--- src/rtl/change_dispenser.sv ---
// rtl/change_dispenser.sv - greedy 5/2/1 coin ejector with timed solenoid pulses
// Define CHANGE_DISPENSER_TALLY_EN to build the coins_total counter; otherwise it is tied to 0.
module change_dispenser #(
   parameter int PULSE_CYCLES = 5_000_000,
   parameter int GAP_CYCLES   = 5_000_000
) (
   input  logic       clk,
   input  logic       rst,
   input  logic       start,
   input  logic [7:0] amount,
   output logic       eject5,
   output logic       eject2,
   output logic       eject1,
   output logic       busy,
   output logic       done,
   output logic [7:0] remaining,
   output logic [7:0] coins_total
);

   typedef enum logic [2:0] {IDLE, SELECT, PULSE, GAP, DONE} state_t;

   localparam logic [31:0] PULSE_LOAD = 32'(PULSE_CYCLES - 1);
   localparam logic [31:0] GAP_LOAD   = 32'(GAP_CYCLES - 1);

   state_t      state, state_nxt;
   logic [31:0] cnt;
   logic        cnt_zero;
   logic [7:0]  coin_val;
   logic        pulse_end;

   assign cnt_zero  = (cnt == 32'd0);
   assign pulse_end = (state == PULSE) && cnt_zero;

   always_comb begin
      case ({eject5, eject2, eject1})
         3'b100:  coin_val = 8'd5;
         3'b010:  coin_val = 8'd2;
         3'b001:  coin_val = 8'd1;
         default: coin_val = 8'd0;
      endcase
   end

   always_ff @(posedge clk or negedge rst) begin
      if (!rst) state <= IDLE;
      else      state <= state_nxt;
   end

   always_comb begin
      state_nxt = state;
      case (state)
         IDLE:   if (start) state_nxt = (amount != 8'd0) ? SELECT : DONE;
         SELECT: state_nxt = PULSE;
         PULSE:  if (cnt_zero) state_nxt = GAP;
         GAP:    if (cnt_zero) state_nxt = (remaining == 8'd0) ? DONE : SELECT;
         DONE:   state_nxt = IDLE;
         default: state_nxt = IDLE;
      endcase
   end

   // done trails the DONE state by one cycle so it is a clean registered pulse
   always_ff @(posedge clk or negedge rst) begin
      if (!rst) begin
         cnt       <= '0;
         remaining <= '0;
         eject5    <= 1'b0;
         eject2    <= 1'b0;
         eject1    <= 1'b0;
         busy      <= 1'b0;
         done      <= 1'b0;
      end else begin
         done <= (state == DONE);
         busy <= (state_nxt == SELECT) || (state_nxt == PULSE) || (state_nxt == GAP);
         case (state)
            IDLE: begin
               if (start && amount != 8'd0) remaining <= amount;
            end
            SELECT: begin
               cnt    <= PULSE_LOAD;
               eject5 <= (remaining >= 8'd5);
               eject2 <= (remaining < 8'd5) && (remaining >= 8'd2);
               eject1 <= (remaining < 8'd2);
            end
            PULSE: begin
               if (cnt_zero) begin
                  eject5    <= 1'b0;
                  eject2    <= 1'b0;
                  eject1    <= 1'b0;
                  remaining <= remaining - coin_val;
                  cnt       <= GAP_LOAD;
               end else begin
                  cnt <= cnt - 32'd1;
               end
            end
            GAP: begin
               if (!cnt_zero) cnt <= cnt - 32'd1;
            end
            default: ;
         endcase
      end
   end

`ifdef CHANGE_DISPENSER_TALLY_EN
   always_ff @(posedge clk or negedge rst) begin
      if (!rst)           coins_total <= '0;
      else if (pulse_end) coins_total <= coins_total + 8'd1;
   end
`else
   assign coins_total = 8'd0;
`endif

endmodule

--- config.mk ---
export PLATFORM = sky130hd
export DESIGN_NAME = change_dispenser
export DESIGN_NICKNAME = d
export VERILOG_FILES = /design/src/rtl/change_dispenser.sv
export SDC_FILE = /design/constraint.sdc
export NUM_CORES = 1
export LEC_CHECK = 0
export BUFFER_PORTS_ARGS = -buffer_cell sky130_fd_sc_hd__buf_2
export CAP_MARGIN = 0
export CORE_UTILIZATION = 55
export CTS_CLUSTER_DIAMETER = 150
export DETAILED_ROUTE_END_ITERATION = 7
export PLACE_DENSITY_LB_ADDON = 0.05
export SYNTH_ARGS = -nofsm -noshare
export SYNTH_HDL_FRONTEND = slang
export SYNTH_SLANG_ARGS = --single-unit
--- constraint.sdc ---
create_clock -name clk -period 5.85 [get_ports clk]
set_input_delay 0.585 -clock clk [delete_from_list [all_inputs] [get_ports clk]]
set_output_delay 0.585 -clock clk [all_outputs]
set_load 0.01 [all_outputs]
==> impl_metrics.tcl, run 1 <==
set metrics [dict create \
    vias_per_cell 6.07 \
    critPathMaxFanout 11 \
    ant_nets 0 \
    synth_edf_count 0 \
    yosys.area.top_type_share 0.409 \
    post-route-period-util 0.566 \
    clock_sinks 48 \
    setup.worst_path.end_class "register" \
    synth.avg_cell_area_sq_um 8.77 \
    status "completed" \
    area_delta_synth_final_pct 7.58 \
    synth_area_leaders "dfrtp_1 (41%), nor2_1 (6.1%), o21ai_0 (5.6%), nand2_1 (3.8%), a21oi_1 (2.9%)" \
    drc_errors 0 \
    utilization 0.615 \
    ys_seq_elements 48 \
    vias 2574 \
    cts_hold_buf 0 \
    clk_latency_ps 300 \
    insertedDiodeCount 0 \
    coreArea_sq_um 5140 \
    min_path_type "primary input to asynchronous set/reset pin" \
    grt_usage 0.279 \
    multi_input_area_sq_um 1610 \
    drive_gt1_frac 0.121 \
    path_delay_family "simple AND/OR/NAND/NOR gates" \
    slowest_delay_ps 1060 \
    wire_per_inst_um 16.8 \
    cp.required_ps 6010 \
    postCtsResizedCells 0 \
    numCtsBuffers 5 \
    wl_um 7140 \
    syn-cell-area_sq_um 2940 \
    worstPathArrival_ps 3470 \
    drtPass1Iterations 5 \
    crit_top_cell "nand2_1" \
    max-cap-violations 0 \
    slew-limit-headroom 0.197 \
    drt_iter0_drc 195 \
    fin_nets 371 \
    path_cells "nor4_4 > nand4_1 > nor3_1 > nand2_1 > nand2_1 > o22ai_1" \
    synthArstFlopShare 1.00 \
    min_period_ps 3310 \
    boundaryPins 32 \
    cp-start-kind "register" \
    setup_violations 0 \
    cp.depth 6 \
    grt_pass1_wl_um 11800 \
    reg2reg_depth 6 \
    cts.clk_slew.worst_paths_ps 80 \
    synth.largest_area_cell "dfrtp_1" \
    leakagePower_nw 1.34 \
    synth_cell_types 53 \
    timing.fmax_mhz 302 \
    slew_violations 0 \
    clockRootBuffer "clkbuf_8" \
    grt_max_degree 49 \
    rsz0062_at_grt "no" \
    start_util 0.571 \
    fin_skew_ps 3.34 \
    fin_hold_ws_ps 374 \
    power_density_nw_per_um2 176 \
    timing.rr.start "cnt[16]" \
    dieHeight_um 75.1 \
    cts_setup_buffers 0 \
    ys.flop_type "dfrtp_1" \
    hold_viol_final 0 \
    grt_pass1_vias 2353 \
    port_buffers 23 \
    yosys-top-cells-count "dfrtp_1 (48), nor2_1 (48), o21ai_0 (33)" \
    crit_type "register to register" \
    rows 26 \
    cp-startpoint "cnt[16]" \
    worst_path_max_delay_cell "nor3_1" \
    worst-path-buf-inv 0 \
    ff2ff_setup_slack_ps 2540 \
    ir_worst_vdd_mv 0.111 \
    yosysWarnings 0 \
    worstMarginPinSlew_ps 1190 \
    crit_end "eject1" \
    grt-ovfl-total 0 \
    fill_cells 493 \
    setup_tns_ps 0 \
    hpwl_um 4980 \
    antenna_found_initial 0 \
    clockBufferDepth 2 \
    postSynthCellCount 335 \
    place_congestion 0.873 \
    ys_seq_area_frac 0.409 \
    cts_tree "done" \
    htreeDepth 2 \
    r2r_end "eject1" \
    regArea_sq_um 1200 \
    die_area_sq_um 5640 \
    fp.dieW_um 75.1 \
]
[registers in the layout (all words and copies together) (netlist names)]
register   count
cnt           32
eject2         1
busy           1
state          3
done           1
remaining      8
eject1         1
eject5         1
[logic make-up (layout without fill, tap and decap cells)]
kind of cell	Yosys count	count (layout)	synth area share
flops	48	48	0.409
mux	1	1	0.00341
simple gates	150	150	0.281
fa+ha+maj	6	6	0.0281
buf+inv	29	41	0.0503
compound gates	84	84	0.179
xor+xnor	16	16	0.0477
other cells	1	8	0.00128
[worst min-delay path by stage]
stage,from,end,slack (ps),depth (start not counted)
global route,rst,cnt[24],430,2
floorplan,rst,busy,290,0
finish,rst,cnt[24],370,2
detailed placement,cnt[29],cnt[29],520,1
CTS,rst,eject2,400,2
global placement,cnt[22],cnt[22],500,2
[layout make-up]
class | count | share of cell area
inverters | 10 | 0.0119
well taps | 70 | 0.0277
repair buffers | 24 | 0.0388
multi-input cells | 265 | 0.511
flip-flops and latches | 48 | 0.380
clock buffers | 7 | 0.0305
[placed cells by master (no fill, tap or decap), types with 3 or more instances in the layout]
cell type	n
buf_2	23
nor3_1	15
o21a_1	4
nor4_4	4
conb_1	8
a21oi_1	17
xor2_1	7
ha_1	5
clkbuf_8	7
or3_1	10
or4_1	5
nand2_1	30
nand4_1	6
o21ai_0	33
nand3_1	5
inv_1	10
a211oi_1	3
nor4_1	9
nor4b_2	3
nor2b_1	4
a31oi_1	3
dfrtp_1	48
nor2_1	48
xnor2_1	9
[stage by stage]
| stage | setup slack, ps | area [sq um] | total power [mW] | cells |
|---|---|---|---|---|
| after global placement | 2730 | 3060 | 0.352 | 417 |
| final | 2540 | 3160 | 0.557 | 424 |
| after detailed placement | 2550 | 3060 | 0.352 | 417 |
| after CTS | 2520 | 3160 | 0.559 | 424 |
| after global routing | 2120 | 3160 | 0.575 | 424 |
| after floorplan | 3650 | 2960 | 0.345 | 342 |
[routing by layer]
metal  vias to the layer above  share of wire  GRT usage  wire length [um]
li1                       1237              -          -                 -
met5                         -              0          0                 0
met4                         0         0.0095     0.0650                68
met1                      1236           0.48      0.405              3390
met3                         8          0.049     0.0469               347
met2                        93           0.47      0.437              3330
[report_power, final]
part | leakage, nW | switching (mW) | internal, mW
sequential | 0.583 | 0 | 0.331
clock | 0.0503 | 0.106 | 0.105
combinational | 0.709 | 0.0103 | 0.00306
total | 1.34 | 0.117 | 0.440
Note: power is estimated with default switching activity, not from simulation.
==> inputs of run 2 (changes only) <==
- CORE_UTILIZATION: 55 -> 53
- clock period: 5.85 -> 2.92 ns (I/O delays scaled with it)
==> impl_metrics.tcl, run 2 (synthesis results as in run 1) <==
set metrics [dict create \
    status "completed" \
    regArea_sq_um 1200 \
    place_congestion 0.861 \
    dieHeight_um 76.4 \
    timing.fmax_mhz 381 \
    dp_slack_ps 318 \
    final_cell_mix "nor2_1 (48), dfrtp_1 (48), o21ai_0 (33), nand2_1 (30), buf_2 (23)" \
    boundaryPins 32 \
    antenna_found_initial 0 \
    setup_tns_ps 0 \
    postLayoutSetupSlackWorst_ps 294 \
    slew-limit-headroom 0.511 \
    slew_violations 0 \
    timing.rr.start "cnt[0]" \
    power_density_nw_per_um2 333 \
    hold_viol_final 0 \
    critPathMaxFanout 11 \
    clockBufferDepth 2 \
    clock_sinks 48 \
    worstMarginPinSlew_ps 731 \
    ir_worst_vdd_mv 0.205 \
    grt_usage 0.253 \
    leakagePower_nw 1.40 \
    crit_type "register to register" \
    die_area_sq_um 5840 \
    grt-ovfl-total 0 \
    insertedDiodeCount 0 \
    worstPathArrival_ps 2880 \
    area_delta_synth_final_pct 10.5 \
    wl_um 6920 \
    setup_violations 0 \
    reg_top3 "cnt: 32 flops, remaining: 8 flops, state: 3 flops" \
    postCtsResizedCells 0 \
    fill_cells 472 \
    fp.dieW_um 76.4 \
    setup.worst_path.end_class "register" \
    max-cap-violations 0 \
    htreeDepth 2 \
    fin_skew_ps 8.52 \
    cts_setup_buffers 0 \
    multi_input_area_sq_um 1610 \
    drtPass1Iterations 5 \
    drc_errors 0 \
    port_buffers 23 \
    drt_iter0_drc 188 \
    numCtsBuffers 5 \
    min_period_ps 2630 \
    drive_gt1_frac 0.150 \
    grt_pass1_wl_um 11800 \
    grt_max_degree 28 \
    ant_nets 0 \
    start_util 0.564 \
    fin_nets 384 \
    rsz0062_at_grt "no" \
    largest-register "cnt" \
    rows 26 \
    wire_per_inst_um 15.8 \
    fin_cells 437 \
    cp-start-kind "register" \
    utilization 0.623 \
    clockRootBuffer "clkbuf_8" \
    cts.clk_slew.worst_paths_ps 90 \
    cts_tree "done" \
    grt_pass1_vias 2337 \
    min_from "amount[6]" \
    vias_per_cell 5.87 \
    cp-startpoint "cnt[0]" \
    clk_latency_ps 310 \
    post-route-period-util 0.899 \
    min_path_type "primary input to register" \
    largest_reg_flops 32 \
    coreArea_sq_um 5200 \
    place_inst 429 \
    hpwl_um 5180 \
    cp.required_ps 3170 \
    vias 2567 \
]
==> run 2: changes by cell type in the layout (fill, tap and decap cells not counted), sizes merged <==
cell,change
dlygate4sd3,+1
clkbuf,-2
buf,+12
clkinvlp,+1
clkinv,+1
==> run 2: path summary, 6_finish.rpt <==
| kind | to | slack, ps | cells after the start |
|---|---|---|---|
| max | remaining[3] | 290 | 8 |
| min | remaining[6] | 210 | 3 |
| max reg2reg | remaining[3] | 290 | 8 |
| min reg2reg | cnt[29] | 520 | 1 |
| max in group asynchronous | cnt[6] | 1720 | 3 |
| min in group asynchronous | cnt[23] | 460 | 2 |
==> run 2: layer usage <==
| layer | vias up | part of all wire | track usage |
|---|---|---|---|
| met3 | 10 | 0.038 | 0.0359 |
| met5 | - | 0 | 0 |
| met4 | 0 | 0.012 | 0.0712 |
| li1 | 1264 | - | - |
| met1 | 1224 | 0.48 | 0.356 |
| met2 | 69 | 0.47 | 0.406 |
==> run 2: timing repair <==
| item | CTS | global route |
|---|---|---|
| hold buffers | 1 | 0 |
| hold endpoints to repair | 21 | 0 |
| endpoints found under the setup margin | 0 | 0 |
==> run 2: cell type report <==
class | instances | share of cell area
Multi-Input combinational cell | 265 | 0.497
Sequential cell | 48 | 0.370
Timing Repair Buffer | 37 | 0.0686
Tap cell | 70 | 0.0270
Clock buffer | 5 | 0.0212
Inverter | 10 | 0.0116
Clock inverter | 2 | 0.00386
==> run 2: critical path, cell delays in order (launching register included) <==
cell and delay (ps):
dfrtp_1 450, inv_1 110, ha_1 130, nor4b_2 250, nand4_2 250, or3_1 560, or4_1 520, a21oi_1 170
a221o_1 130
==> run 2: metrics by stage <==
stage	total power [mW]	hold WS [ps]	area, sq um
floorplan	0.691	-3.59	2960
global placement	0.705	269	3150
detailed placement	0.705	277	3150
CTS	1.09	205	3240
global route	1.11	228	3240
finish	1.08	210	3240
==> run 2: power by group <==
part	leakage, nW	internal, mW	switching [mW]
clock	0.0400	0.162	0.224
combinational	0.774	0.00698	0.0210
sequential	0.583	0.664	0
total	1.40	0.833	0.245
